## src/rtl/m_uart_tx.sv

```systemverilog
// m_uart_tx: Wishbone UART transmitter (8N1, LSB first) fed by a byte FIFO,
// with a pollable STATUS register and a sticky overflow flag.
module m_uart_tx #(
  parameter int CLKDIV = 286,
  parameter int FIFOLOG2 = 3
) (
  input  logic       CLK_I,
  input  logic       RST_I,
  input  logic       STB_I,
  input  logic       WE_I,
  input  logic       ADR_I,
  input  logic [7:0] DAT_I,
  output logic       ACK_O,
  output logic [7:0] DAT_O,
  output logic       txd
);
  localparam int DEPTH = 1 << FIFOLOG2;
  localparam logic [15:0] BT_MAX = 16'(CLKDIV - 1);
  typedef enum logic [1:0] {IDLE, START, DATA, STOP} state_t;
  state_t state;
  logic [7:0] mem [DEPTH];
  logic [FIFOLOG2-1:0] rp, wp;
  logic [FIFOLOG2:0] count;
  logic ovf;
  logic [15:0] bt;
  logic [2:0] bi;
  logic [7:0] sh;
  logic empty, full, pop, push_req, push, clr;
  logic [31:0] cnt_w;
  logic [3:0] cnt_f;
  assign empty = count == '0;
  assign full = count[FIFOLOG2];
  assign pop = !empty && (state == IDLE || (state == STOP && bt == '0));
  assign push_req = STB_I && WE_I && !ADR_I;
  // a full FIFO still accepts a push on the edge that frees a slot
  assign push = push_req && (!full || pop);
  assign clr = STB_I && WE_I && ADR_I && DAT_I[0];
  assign cnt_w = 32'(count);
  assign cnt_f = cnt_w > 32'd15 ? 4'd15 : cnt_w[3:0];
  assign ACK_O = STB_I;
  assign DAT_O = (STB_I && !WE_I && !ADR_I) ? {cnt_f, ovf, state != IDLE, full, empty} : 8'h00;
  always_ff @(posedge CLK_I)
    if (push) mem[wp] <= DAT_I;
  always_ff @(posedge CLK_I or posedge RST_I)
    if (RST_I) begin
      rp <= '0;
      wp <= '0;
      count <= '0;
      ovf <= 1'b0;
    end else begin
      if (push) wp <= wp + FIFOLOG2'(1);
      if (pop) rp <= rp + FIFOLOG2'(1);
      count <= count + (FIFOLOG2+1)'(push) - (FIFOLOG2+1)'(pop);
      ovf <= clr ? 1'b0 : (push_req && !push) ? 1'b1 : ovf;
    end
  always_ff @(posedge CLK_I or posedge RST_I)
    if (RST_I) begin
      state <= IDLE;
      bt <= '0;
      bi <= '0;
      sh <= '0;
      txd <= 1'b1;
    end else begin
      case (state)
        IDLE:
          if (pop) begin
            sh <= mem[rp];
            txd <= 1'b0;
            bt <= BT_MAX;
            state <= START;
          end else txd <= 1'b1;
        START:
          if (bt != '0) bt <= bt - 16'd1;
          else begin
            txd <= sh[0];
            bi <= '0;
            bt <= BT_MAX;
            state <= DATA;
          end
        DATA:
          if (bt != '0) bt <= bt - 16'd1;
          else begin
            bt <= BT_MAX;
            if (bi == 3'd7) begin
              txd <= 1'b1;
              state <= STOP;
            end else begin
              sh <= sh >> 1;
              txd <= sh[1];
              bi <= bi + 3'd1;
            end
          end
        STOP:
          if (bt != '0) bt <= bt - 16'd1;
          else if (pop) begin
            sh <= mem[rp];
            txd <= 1'b0;
            bt <= BT_MAX;
            state <= START;
          end else state <= IDLE;
        default: state <= IDLE;
      endcase
    end
endmodule

```

## config.mk

```make
export PLATFORM = sky130hd
export DESIGN_NAME = m_uart_tx
export DESIGN_NICKNAME = d
export VERILOG_FILES = /design/src/rtl/m_uart_tx.sv
export SDC_FILE = /design/constraint.sdc
export NUM_CORES = 1
export LEC_CHECK = 0
export BUFFER_PORTS_ARGS = -buffer_cell sky130_fd_sc_hd__buf_2
export CORE_ASPECT_RATIO = 1.4
export CORE_MARGIN = 2
export CORE_UTILIZATION = 50
export CTS_CLUSTER_DIAMETER = 40
export CTS_CLUSTER_SIZE = 8
export DETAILED_ROUTE_END_ITERATION = 16
export HOLD_SLACK_MARGIN = 0.1
export PLACE_DENSITY_LB_ADDON = 0.3
export SLEW_MARGIN = 30
export SYNTH_ARGS = -nofsm -noshare
export SYNTH_HDL_FRONTEND = slang
export SYNTH_SLANG_ARGS = --single-unit
```

## constraint.sdc

```tcl
create_clock -name CLK_I -period 10.06 [get_ports CLK_I]
set_input_delay 0.503 -clock CLK_I [delete_from_list [all_inputs] [get_ports CLK_I]]
set_output_delay 0.503 -clock CLK_I [all_outputs]
set_load 0.01 [all_outputs]
```

==> out/results.txt, run 1 <==
The flow ran to the end, and the final reports show no timing, DRC or antenna violations. The largest fanout on the critical path is 7. The buffer count from post-CTS setup fixing is 0.

The critical path's top delay family is simple AND/OR/NAND/NOR gates. TritonCTS built the clock tree. The cell type with the highest aggregate area in the netlist is sky130_fd_sc_hd__edfxtp_1. The number of distinct library cells after synthesis was 60. The number of instances in the synthesized netlist came out at 345. The class of the tightest hold or removal check was in -> async.

The run gives 0 as the overall overflow remaining after global route. The tree is rooted in a sky130_fd_sc_hd__clkbuf_16. 0 antenna diodes ended up in the layout. The worst pin sits at a relative slew slack of 40.76%.

Critical path start-end classification: reg -> reg. Gates resized during post-CTS repair numbered 0. For the pin with the worst max-slew slack, the measured transition is 0.8885 ns. The tools report the total routing resource utilization after global routing as 18.30%. The run gives 0 as the count of nets left with antenna violations after detail routing.

After clock tree synthesis, the clock-pin slew on the worst setup and hold paths is 0.07 ns. The mean cell area of the mapped netlist works out to 14.18 µm². After layout, the worst path uses 34.25% of the clock period.

IR analysis of the VDD net gives a maximum drop of 0.1181 mV. Summed over all cells, the static leakage comes to 2.100 nW. The via density per instance was 5.820.

The total buffers and inverters traversed by the critical path was 3; the required time at the endpoint of the critical path was 10.29 ns. The netlist area before placement was 4891 µm². For the number of endpoints with negative hold slack in the final report, the log shows 0. Dividing total power by cell area gives a power density of 172.0 nW/µm². The area added between synthesis and finish was 11.44%.

Hold repair after CTS inserted 0 buffers. Longest individual stage delay on the worst path: 0.56 ns. Setup repair after global routing left no endpoint under its margin.

The longest clock path from root to sink contains 2 buffers. The H-tree generated during clock tree synthesis spans 3 levels. For the number of fill cells, the log shows 762.

Across all setup checks in the final design, the least slack found is 6.614 ns. The number of enable-type register cells in the synthesized netlist came out at 64. The die extent in x came out at 87.59 µm.

For the overall power of the completed layout, the log shows 0.0009377 W. Number of antenna violations at the first check in global routing: 0. The number of nets handed over by synthesis was 374.

The wire-length estimate of the detail-placed layout is 6300 µm. The commonest cells after synthesis are sky130_fd_sc_hd__edfxtp_1, sky130_fd_sc_hd__dfrtp_1, sky130_fd_sc_hd__nor2_1, sky130_fd_sc_hd__nand2_1, sky130_fd_sc_hd__mux4_2. Summed over all failing endpoints, the final setup total negative slack is 0 ns. Static timing analysis puts the maximum clock frequency at 0.2902 GHz. The worst setup path is launched from a flop. The run gives 9 as the total clock buffers created by CTS. Summing over every cut layer, the via total after detailed routing is 2945.

The die covers 10600 µm². The final wirelength came out at 8744 µm. The most common cell in the synthesized netlist is sky130_fd_sc_hd__edfxtp_1. The synthesized design devotes to its leading area cell type 39.29% of total area. At the end of routability-driven placement, the weighted congestion stood at 0.8307.

The register bit count reported by yosys is 105, and the ratio of cells with drive above 1 in the final layout is 23.80%. Setup violations remaining at the end of the flow were counted as 0. In this run the standard cell core region covers 9512 µm².

Clock network latency to the later pin of the worst-skew pair: 0.35 ns. For the finished layout, the period the worst path requires is 3.446 ns. The sequential cells in the finished layout cover a total of 2950 µm².

Main flop type after synthesis: sky130_fd_sc_hd__edfxtp_1. Detailed-route wire length per cell: 17.28 µm. Yosys attributes the largest share of cell area to sky130_fd_sc_hd__edfxtp_1, sky130_fd_sc_hd__dfrtp_1, sky130_fd_sc_hd__mux4_2.

The first detailed-routing pass took 4 iterations. Traced cell by cell, the critical path runs through inv_1, ha_1, or3b_1, or4_4, o311ai_4, nand2_2, ha_1, inv_1, ha_1, inv_1, fa_1, xnor2_1. After floorplanning, the core was divided into 42 placement rows. The first global-routing pass estimated 14730 µm of wire. The run gives 1859 µm² as the multi-input logic area. For the final database, setup skew stands at 0.007258 ns. Before CTS, the worst setup slack after placement is 6.554 ns. The capturing element type of the critical path was a flop. Of the synthesized area, sequential elements account for 60.30%. For the number of global-route vias before repair, the log shows 2977. On the final layout, the worst hold slack is 0.2720 ns. The count of buffers from port buffering was 22. The total clock sinks was 105. In this run, the number of DRC markers left after iteration 0 of detailed routing was 159.

The floorplan step set the die height to 121.0 µm. For this run, design rule violations remaining after detail routing come to 0. For this design the top-level I/O count stands at 23.

At the worst endpoint, the arrival time is 3.68 ns. The async set-or-reset flop fraction in the synthesized netlist works out to 39.05%. The count of warnings emitted by yosys was 0; the number of pins exceeding their max-slew limit in the final report was 0. The initial utilization of the core area, before any placement, comes to 51.42%. The cell at the slowest stage of the critical path is sky130_fd_sc_hd__or4_4. The post-layout net count was 398; the largest net degree at the start of global routing was 42. Max-cap violations in this run came to 0.
==> worst reg2reg max path, stage by stage, from the launching register on <==
cell	delay (ns)
sky130_fd_sc_hd__dfrtp_1	0.41
sky130_fd_sc_hd__inv_1	0.09
sky130_fd_sc_hd__ha_1	0.19
sky130_fd_sc_hd__or3b_1	0.41
sky130_fd_sc_hd__or4_4	0.56
sky130_fd_sc_hd__o311ai_4	0.35
sky130_fd_sc_hd__nand2_2	0.21
sky130_fd_sc_hd__ha_1	0.32
sky130_fd_sc_hd__inv_1	0.06
sky130_fd_sc_hd__ha_1	0.16
sky130_fd_sc_hd__inv_1	0.05
sky130_fd_sc_hd__fa_1	0.37
sky130_fd_sc_hd__xnor2_1	0.14
==> layer usage <==
metal	part of all wire [%]	global-route usage (%)
met5	0	0
met4	1.7	7.019
met3	2.6	3.265
met2	56	32.05
met1	39	22.13
==> cell usage in the layout (no fill, tap or decap), types with 7 or more instances in the layout <==
master / Yosys / routed
sky130_fd_sc_hd__ha_1: 15 / 15
sky130_fd_sc_hd__nor3_1: 14 / 10
sky130_fd_sc_hd__o21ai_0: 10 / 10
sky130_fd_sc_hd__nor2_1: 24 / 24
sky130_fd_sc_hd__inv_1: 14 / 14
sky130_fd_sc_hd__edfxtp_1: 64 / 64
sky130_fd_sc_hd__buf_2: 1 / 22
sky130_fd_sc_hd__or3_1: 7 / 7
sky130_fd_sc_hd__and3_1: 10 / 10
sky130_fd_sc_hd__dfrtp_1: 40 / 39
sky130_fd_sc_hd__mux2i_1: 9 / 9
sky130_fd_sc_hd__clkbuf_16: 0 / 9
sky130_fd_sc_hd__mux2_2: 13 / 13
sky130_fd_sc_hd__nand2_1: 17 / 17
sky130_fd_sc_hd__mux4_2: 16 / 16
sky130_fd_sc_hd__a21oi_1: 9 / 9
==> per-stage QoR <==
stage	instances	cell area, µm²	util, %
finish	506	5450	57.30
global route	506	5450	57.30
CTS	506	5440	57.20
detailed placement	490	5142	54.06
global placement	490	5131	53.95
floorplan	345	4891	-
==> worst paths after layout <==
kind	start	endpoint	slack, ns	cells past startpoint
worst max register to register	bt[0]	count[2]	6.61	12
max in group asynchronous	RST_I	rp[0]	9.41	3
worst min-delay path	RST_I	ovf	0.27	3
min in group CLK_I	ADR_I	ovf	0.38	2
worst max-delay path	bt[0]	count[2]	6.61	12
worst min register to register	sh[7]	sh[7]	0.51	1
==> report_power, final <==
group / total [W] / internal (W) / switching [W] / leakage (nW)
Combinational: 0.0000886 / 0.0000405 / 0.0000480 / 0.889
Clock: 0.000345 / 0.000176 / 0.000169 / 0.143
Sequential: 0.000505 / 0.000481 / 0.0000233 / 1.07
==> registers in the layout, indices dropped and copies added (netlist names) <==
name / cells
ovf: 1
state: 2
wp: 3
mem: 64
bt: 16
rp: 3
bi: 3
count: 4
txd: 1
sh: 8
==> layout make-up <==
cell class	instances	share of cell area, %
clock buffer	9	4.132
inverter	14	0.9642
multi-input combinational	215	34.11
sequential	105	54.13
tap	132	3.030
clock inverter	7	1.331
timing repair buffer	24	2.296
==> cells by family after synthesis <==
kind of cell    Yosys count  synth area share [%]
compound gates           59                 9.824
xor+xnor                  6                 1.074
fa+ha+maj                16                 4.247
buf+inv                  25                 2.098
flops                   105                 60.30
mux                      38                 12.20
simple gates             96                 10.26
Note: power is estimated with default switching activity, not from simulation.
==> run 2: changes to the inputs <==
- clock period: 10.06 -> 2.8 ns (I/O delays scaled with it)
==> run 2 against run 1 <==
  * Critical endpoint unchanged
  * Die area unchanged
  * Clock-buffer cell count unchanged
  * The run now ends with negative setup slack left
  * Sequential power rose to 3.6 times the previous value
  * Flip-flop and latch count unchanged
  * Non-clock buffer count up 48
  * Core utilization up 5.0 points
  * Global-route usage up 1.6 points
  * Combinational power rose to 4.3 times the previous value
==> out/results.txt, run 2 (synthesis results as in run 1) <==
The ratio of cells with drive above 1 in the final layout is 32.23%, and the transition at the pin with the smallest max-transition slack is 0.7988 ns. Summed over all cells, the static leakage comes to 2.340 nW. The tools report the number of endpoints with negative hold slack in the final report as 0.

The worst setup path is captured at a flop. From synthesis to final layout, the design area changed by 21.23%. TritonCTS built the clock tree. Clock tree synthesis inserted a total of 9 buffers.

In this run the worst path has a maximum fanout of 2. Entering global routing, the biggest net connects 42 pins. The estimated wirelength of the detail-placed design is 6549 µm, and the die footprint is 10600 µm². The number of pins exceeding their max-slew limit in the final report was 0; the maximum clock rate was 0.3425 GHz. Number of antenna violations at the first check in global routing: 0. The tools report the count of inserted antenna diode cells as 0. The final instance area is 5929 µm². Max-cap violations in this run came to 0. Summing over every cut layer, the via total after detailed routing is 3100.

Global routing consumed, over all layers together, 19.89% of the routing resources. The number of global-route vias before repair is 3230. The via density per instance was 5.596; the final estimated routing congestion in global placement was 0.8367. The layout has 744 filler cells.

The register ranked first by flip-flop count is mem. The die is 121.0 µm tall. The count of routing violations after the opening detailed-route iteration was 109; the slack of the critical path was -0.1199 ns. The final worst-path cycle share works out to 104.3%. Setup repair after global routing could not meet its margin everywhere. The power density over cell area is 575.8 nW/µm², and the headroom to the max-slew limit is 46.75%. Overall power consumption after layout is estimated at 0.003414 W.

Die extent in x: 87.59 µm. The maximum level of the CTS H-tree was 3; the overall overflow remaining after global route was 0. The worst setup path is launched from a flop.

Pin placement for this block handled 23 I/O pins. Critical path start-end classification: reg -> reg. For the total clock sinks, the log shows 105. After the last flow step, the layout net total stands at 446. The post-CTS clock slew at the launch and capture registers of the worst setup and hold paths works out to 0.07 ns. Buffers placed on the I/O ports in this run total 22. The clock arrives with 0.008172 ns of skew. The region available for standard cell placement spans 9512 µm². For the worst setup path, the data required time is 3.03 ns.

For the clock network latency to the later pin of the worst-skew pair, the log shows 0.34 ns. The tree is rooted in a sky130_fd_sc_hd__clkbuf_16. The register with the most flip-flops in the layout has 64 of them. The first detailed-routing pass took 4 iterations. The tools report the data arrival time of the worst path as 3.15 ns. The shortest period the worst path allows was 2.920 ns. The library cell used most frequently in the layout, excluding fill and tap cells, is sky130_fd_sc_hd__edfxtp_1. The floorplan has 42 rows.

The run finished, with violations left. IR analysis of the VDD net gives a maximum drop of 0.4527 mV. The run gives 3 as the count of final setup violators. The wire length of the first global-routing pass is 15950 µm. The final reports fail on negative setup slack. In this run the remaining antenna-violating nets after routing total 0. After detailed routing, the number of remaining DRC violations is 0. The initial utilization of the core area, before any placement, comes to 51.42%.

The detailed-route wire length per cell was 17.61 µm; the cell area after placement was 5438 µm². Summed over all layers, the routed wires come to 9754 µm. In the layout the commonest cells are sky130_fd_sc_hd__edfxtp_1, sky130_fd_sc_hd__dfrtp_1, sky130_fd_sc_hd__buf_4, sky130_fd_sc_hd__buf_2, sky130_fd_sc_hd__nor2_1.

The worst hold path belongs to the class in -> reg. Counting along the longest clock path gives a buffer depth of 2. In the final layout, the registers with the most flip-flops are mem x64, bt x16, sh x8.
-- run 2: cell count changes in the layout (fill, tap and decap cells not counted), sizes merged --
| cell | delta |
|---|---|
| buf | +38 |
| clkinv | +1 |
| dlygate4sd3 | +10 |
| inv | -1 |
-- run 2: stage by stage --
step | TNS (ns) | util [%] | setup WS (ns) | hold slack [ns] | instances
2_1_floorplan | -7.988 | - | -0.2535 | 0.2361 | 345
3_3_place_gp | -0.2980 | 57.17 | -0.1194 | 0.2966 | 522
3_5_place_dp | -0.7220 | 57.17 | -0.1697 | 0.3028 | 522
4_1_cts | -0.5745 | 61.80 | -0.1409 | 0.1062 | 550
5_1_grt | -2.716 | 62.34 | -0.1952 | 0.1180 | 554
6_report | -0.2899 | 62.34 | -0.1199 | 0.1173 | 554
-- run 2: final timing paths --
kind	start	endpoint	slack (ns)	depth (start not counted)
setup / recovery	bt[5]	count[2]	-0.12	10
hold / removal	DAT_I[0]	mem[6][0]	0.12	1
setup reg to reg	bt[5]	count[2]	-0.12	10
hold reg to reg	sh[2]	sh[2]	0.51	1
max in group asynchronous	RST_I	state[1]	1.96	4
min in group asynchronous	RST_I	wp[0]	0.46	4
-- run 2: what timing repair did --
item / CTS / global route
hold endpoints to repair: 97 / 0
resized for setup: 6 / 6
endpoints found under the setup margin: 40 / 64
pin swaps: 5 / 5
setup buffers: 3 / 5
hold buffers: 10 / 0
-- run 2: per-layer routing --
metal / vias to the layer above / track usage [%] / routed length, µm
met3: 14 / 3.401 / 187
li1: 1478 / - / -
met1: 1565 / 23.96 / 4073
met2: 43 / 35.09 / 5298
met5: - / 0 / 0
met4: 0 / 7.500 / 195
-- run 2: worst max-delay path, cell delays in order, from the launching register on --
cell and delay, ns:
sky130_fd_sc_hd__dfrtp_1 0.38, sky130_fd_sc_hd__or4_4 0.55, sky130_fd_sc_hd__or4_4 0.55, sky130_fd_sc_hd__buf_12 0.15
sky130_fd_sc_hd__o31ai_4 0.23, sky130_fd_sc_hd__ha_4 0.25, sky130_fd_sc_hd__inv_4 0.05, sky130_fd_sc_hd__ha_4 0.12
sky130_fd_sc_hd__inv_2 0.03, sky130_fd_sc_hd__fa_1 0.37, sky130_fd_sc_hd__xnor2_1 0.13
-- run 2: final cells by class --
cell class                 instances  area (µm²)  share of cell area [%]
tap                              132       165.2                   2.785
inverter                          14       55.05                  0.9285
clock buffer                       9       225.2                   3.798
timing repair buffer              72       559.3                   9.432
multi-input combinational        215        1913                   32.26
clock inverter                     7       62.56                   1.055
sequential                       105        2949                   49.74
-- run 2: report_power, final --
| part | switching [W] | internal [W] |
|---|---|---|
| sequential | 0.000104 | 0.00173 |
| clock | 0.000582 | 0.000619 |
| combinational | 0.000191 | 0.000190 |
| total | 0.000877 | 0.00254 |
==> run 3: changes to the inputs <==
- ABC_AREA: unset -> 1
==> run 3 against run 2 <==
  * The run now ends clean
  * Critical path type unchanged
  * First-iteration DRC count increased by 120%
  * Setup slack gained 0.34 ns
  * Routed wire length is 6.6% higher
  * Power is 1.0% lower
  * Clock power is essentially flat
  * Worst hold slack worse by 0.0078 ns
  * Flip-flop and latch count stayed put
==> out/results.txt, run 3 <==
The clock arrives with 0.007652 ns of skew. The register ranked first by flip-flop count is mem. Derived from the worst setup path, the maximum achievable clock frequency is 0.3876 GHz. In this run the power density over the cells is 584.4 nW/µm². The cell sitting at the root of the clock tree is a sky130_fd_sc_hd__clkbuf_16. Data on the critical path arrives at its endpoint at 2.81 ns. The tools report the critical hold path startpoint as ADR_I. The class of the tightest hold or removal check was in -> reg. The largest fanout on the critical path came out at 8. The max-cap check violation count is 0. The worst setup path is launched from a flop.

The number of pins exceeding their max-slew limit in the final report is 0, and the final instance area is 5782 µm². The most common cell in the synthesized netlist is sky130_fd_sc_hd__nand2_1. The via density per instance was 5.108. The ratio of cells with drive above 1 in the final layout was 12.24%. The detailed router finished its first iteration with 236 violations. The routed design has 10400 µm of wire.

The shortest period the worst path allows came out at 2.580 ns. Of all flip-flops after synthesis, the portion carrying an async set or reset was 39.05%. The tools report the number of endpoints with negative hold slack in the final report as 0. The library cell used most frequently in the layout, excluding fill and tap cells, is sky130_fd_sc_hd__nand2_1. Yosys attributes the largest share of cell area to sky130_fd_sc_hd__edfxtp_1, sky130_fd_sc_hd__dfrtp_1, sky130_fd_sc_hd__nand2_1. The post-synthesis compound-gate area fraction is 5.907%, and the register bit count reported by yosys is 105. Count of inserted antenna diode cells: 0. The synthesized-area fraction occupied by and/or/nand/nor cells works out to 24.04%. Row generation in the floorplan step produced 43 rows.

Yosys mapped a number of flops with a built-in enable equal to 64. The flow ran to the end, and the final reports show no timing, DRC or antenna violations. In the routed design, unresolved DRC markers number 0.

The cell area after placement was 5403 µm². In the layout the commonest cells are sky130_fd_sc_hd__nand2_1, sky130_fd_sc_hd__nand3_1, sky130_fd_sc_hd__edfxtp_1, sky130_fd_sc_hd__inv_1, sky130_fd_sc_hd__nor2_1. In this run the remaining antenna-violating nets after routing total 0. The tools report the number of instances in the synthesized netlist as 544.

Registers take 2949 µm². Detailed routing placed a total of 328 µm of wire on met3. Mean cell area of the mapped netlist: 9.384 µm². The count of pins on the block boundary was 23; the total clock buffers created by CTS was 9.

The beginning of the worst register-to-register path was bt[0]. Worst setup path startpoint: bt[0]. TritonCTS built the clock tree.

Sequential fraction of the synthesis area: 57.77%. Counting instances in the post-synthesis netlist gives the leading cell types as sky130_fd_sc_hd__nand2_1, sky130_fd_sc_hd__nand3_1, sky130_fd_sc_hd__edfxtp_1, sky130_fd_sc_hd__inv_1, sky130_fd_sc_hd__nor2_1. The number of antenna violations at the first check in global routing is 0, and the netlist area before placement is 5105 µm².

The total clock sinks was 105. Required time at the endpoint of the critical path: 3.03 ns. Headroom to the max-slew limit came out at 50.05%.

The synthesized-area fraction occupied by xor and xnor cells came out at 2.402%. Fraction of post-synthesis cell area in the top cell type by area: 37.65%. The first detailed-routing pass ran for 5 iterations.

The count of final setup violators was 0. The core area is 9899 µm², and the sum of met2 wire segment lengths after detailed routing is 5632 µm. The cell type with the highest aggregate area in the netlist was sky130_fd_sc_hd__edfxtp_1. The logs give 3557 for the number of global-route vias before repair and 20.18% for the total routing resource utilization after global routing. The count of buffers added on input and output ports is 22.

Signal routing reaches up to met4. The clock network latency to the later pin of the worst-skew pair was 0.34 ns. In the final layout, the registers with the most flip-flops are mem x64, bt x16, sh x8. The largest voltage drop on the vdd net was 0.4349 mV. The detailed-route wire length per cell was 14.39 µm; the slack of the critical path was 0.2200 ns. Estimated wirelength of the detail-placed design: 7145 µm. In the final routing, the length of wire on met1 measures 4259 µm. After global routing the overflow that remains totals 0.

During synthesis, Yosys emitted a total of 0 warnings. Clock-pin slew was measured on the worst setup and hold paths at 0.07 ns. For this configuration, the core starts out at a cell density of 51.57%. The combinational family with the most area after synthesis was simple AND/OR/NAND/NOR gates. Relative to the synthesized area, the layout overhead comes to 13.26%.

For this run, the leading register cell type out of synthesis is sky130_fd_sc_hd__edfxtp_1. The critical path start-end classification was reg -> reg. The post-layout net count is 612, and the net count of the mapped netlist is 573. Measured against the total synthesized area, the mux share comes to 0%. The die covers 11050 µm². From bottom edge to top edge, the die measures 123.6 µm. The run gives 34 as the largest net degree at the start of global routing. The worst setup path is captured at a flop. The number of fill cells is 874, and the buffer levels on the longest clock path is 2. The static leakage was 2.578 nW. Setup repair after global routing left no endpoint under its margin. The logs give 3693 for the number of vias in the routed layout and 0.22 ns for the worst-case register-to-register setup slack. After Yosys synthesis, full adders, half adders and majority gates account for 4.069% of the synthesized area. The clock tree synthesis step divided the H-tree into 3 levels. The number of distinct library cells after synthesis was 30; the final estimated routing congestion in global placement was 0.8362. The transition at the pin with the smallest max-transition slack was 0.7415 ns; the summed negative setup slack over all endpoints was 0 ns. The register with the most flip-flops in the layout has 64 of them. The die is 89.40 µm wide. Timing analysis after detailed placement gives a worst setup slack of 0.1715 ns.

In the final layout, the multi-input gates occupy 1862 µm². In the finished design, the share of the clock period the worst path needs comes to 92.14%. The first global-routing pass estimated 16580 µm of wire.
run 3: area by class of cell:
| cell class | count | share of cell area, % |
|---|---|---|
| clock inverters | 7 | 1.060 |
| multi-input cells | 367 | 32.20 |
| inverters | 54 | 3.506 |
| well taps | 135 | 2.921 |
| flip-flops and latches | 105 | 51.01 |
| repair buffers | 46 | 5.410 |
| clock buffers | 9 | 3.895 |
run 3: power by group:
part	internal (W)	switching [W]
clock	0.000623	0.000586
sequential	0.00173	0.0000764
combinational	0.000157	0.000209
total	0.00251	0.000871
run 3: per-layer routing:
metal / up-vias / global-route usage [%]
met4: 0 / 7.743
li1: 1870 / -
met1: 1734 / 23.24
met5: - / 0
met2: 69 / 37.04
met3: 20 / 2.870
run 3: final timing paths:
kind | endpoint | depth (start not counted)
worst max-delay path | count[2] | 15
worst min-delay path | ovf | 4
worst max register to register | count[2] | 15
worst min register to register | txd | 2
max in group asynchronous | txd | 4
min in group asynchronous | ovf | 3
run 3: repair_timing:
action,CTS,global route
gates resized for setup,0,2
hold endpoints to repair,72,0
hold buffers,9,0
endpoints found under the setup margin,0,2
buffers inserted,0,0
run 3: kinds of logic (layout without fill, tap and decap cells):
| family | Yosys count | after routing |
|---|---|---|
| XOR/XNOR | 14 | 14 |
| flip-flops | 105 | 105 |
| adder cells (fa/ha/maj) | 16 | 16 |
| AO/OA/AOI/OAI | 54 | 54 |
| buffers and inverters | 72 | 116 |
| AND/OR/NAND/NOR | 283 | 283 |
run 3: worst max-delay path, stage by stage (launching register included):
cell                      delay, ns
sky130_fd_sc_hd__dfrtp_1       0.40
sky130_fd_sc_hd__inv_2         0.09
sky130_fd_sc_hd__ha_2          0.21
sky130_fd_sc_hd__nand2_2       0.11
sky130_fd_sc_hd__nor2_1        0.11
sky130_fd_sc_hd__nand3_1       0.13
sky130_fd_sc_hd__nand2_2       0.11
sky130_fd_sc_hd__nand2_4       0.07
sky130_fd_sc_hd__nand2_4       0.08
sky130_fd_sc_hd__nand2_2       0.10
sky130_fd_sc_hd__ha_1          0.30
sky130_fd_sc_hd__inv_1         0.05
sky130_fd_sc_hd__ha_1          0.15
sky130_fd_sc_hd__inv_1         0.05
sky130_fd_sc_hd__fa_1          0.37
sky130_fd_sc_hd__xnor2_1       0.13
run 3: stage by stage:
| step | utilization, % | std cells | hold WS (ns) | power [W] |
|---|---|---|---|---|
| after floorplan | - | 544 | 0.2389 | 0.002087 |
| after global placement | 54.58 | 698 | 0.1578 | 0.002178 |
| after detailed placement | 54.58 | 698 | 0.1596 | 0.002197 |
| after CTS | 58.38 | 723 | 0.1006 | 0.003399 |
| after global routing | 58.40 | 723 | 0.1228 | 0.003518 |
| final | 58.40 | 723 | 0.1095 | 0.003379 |
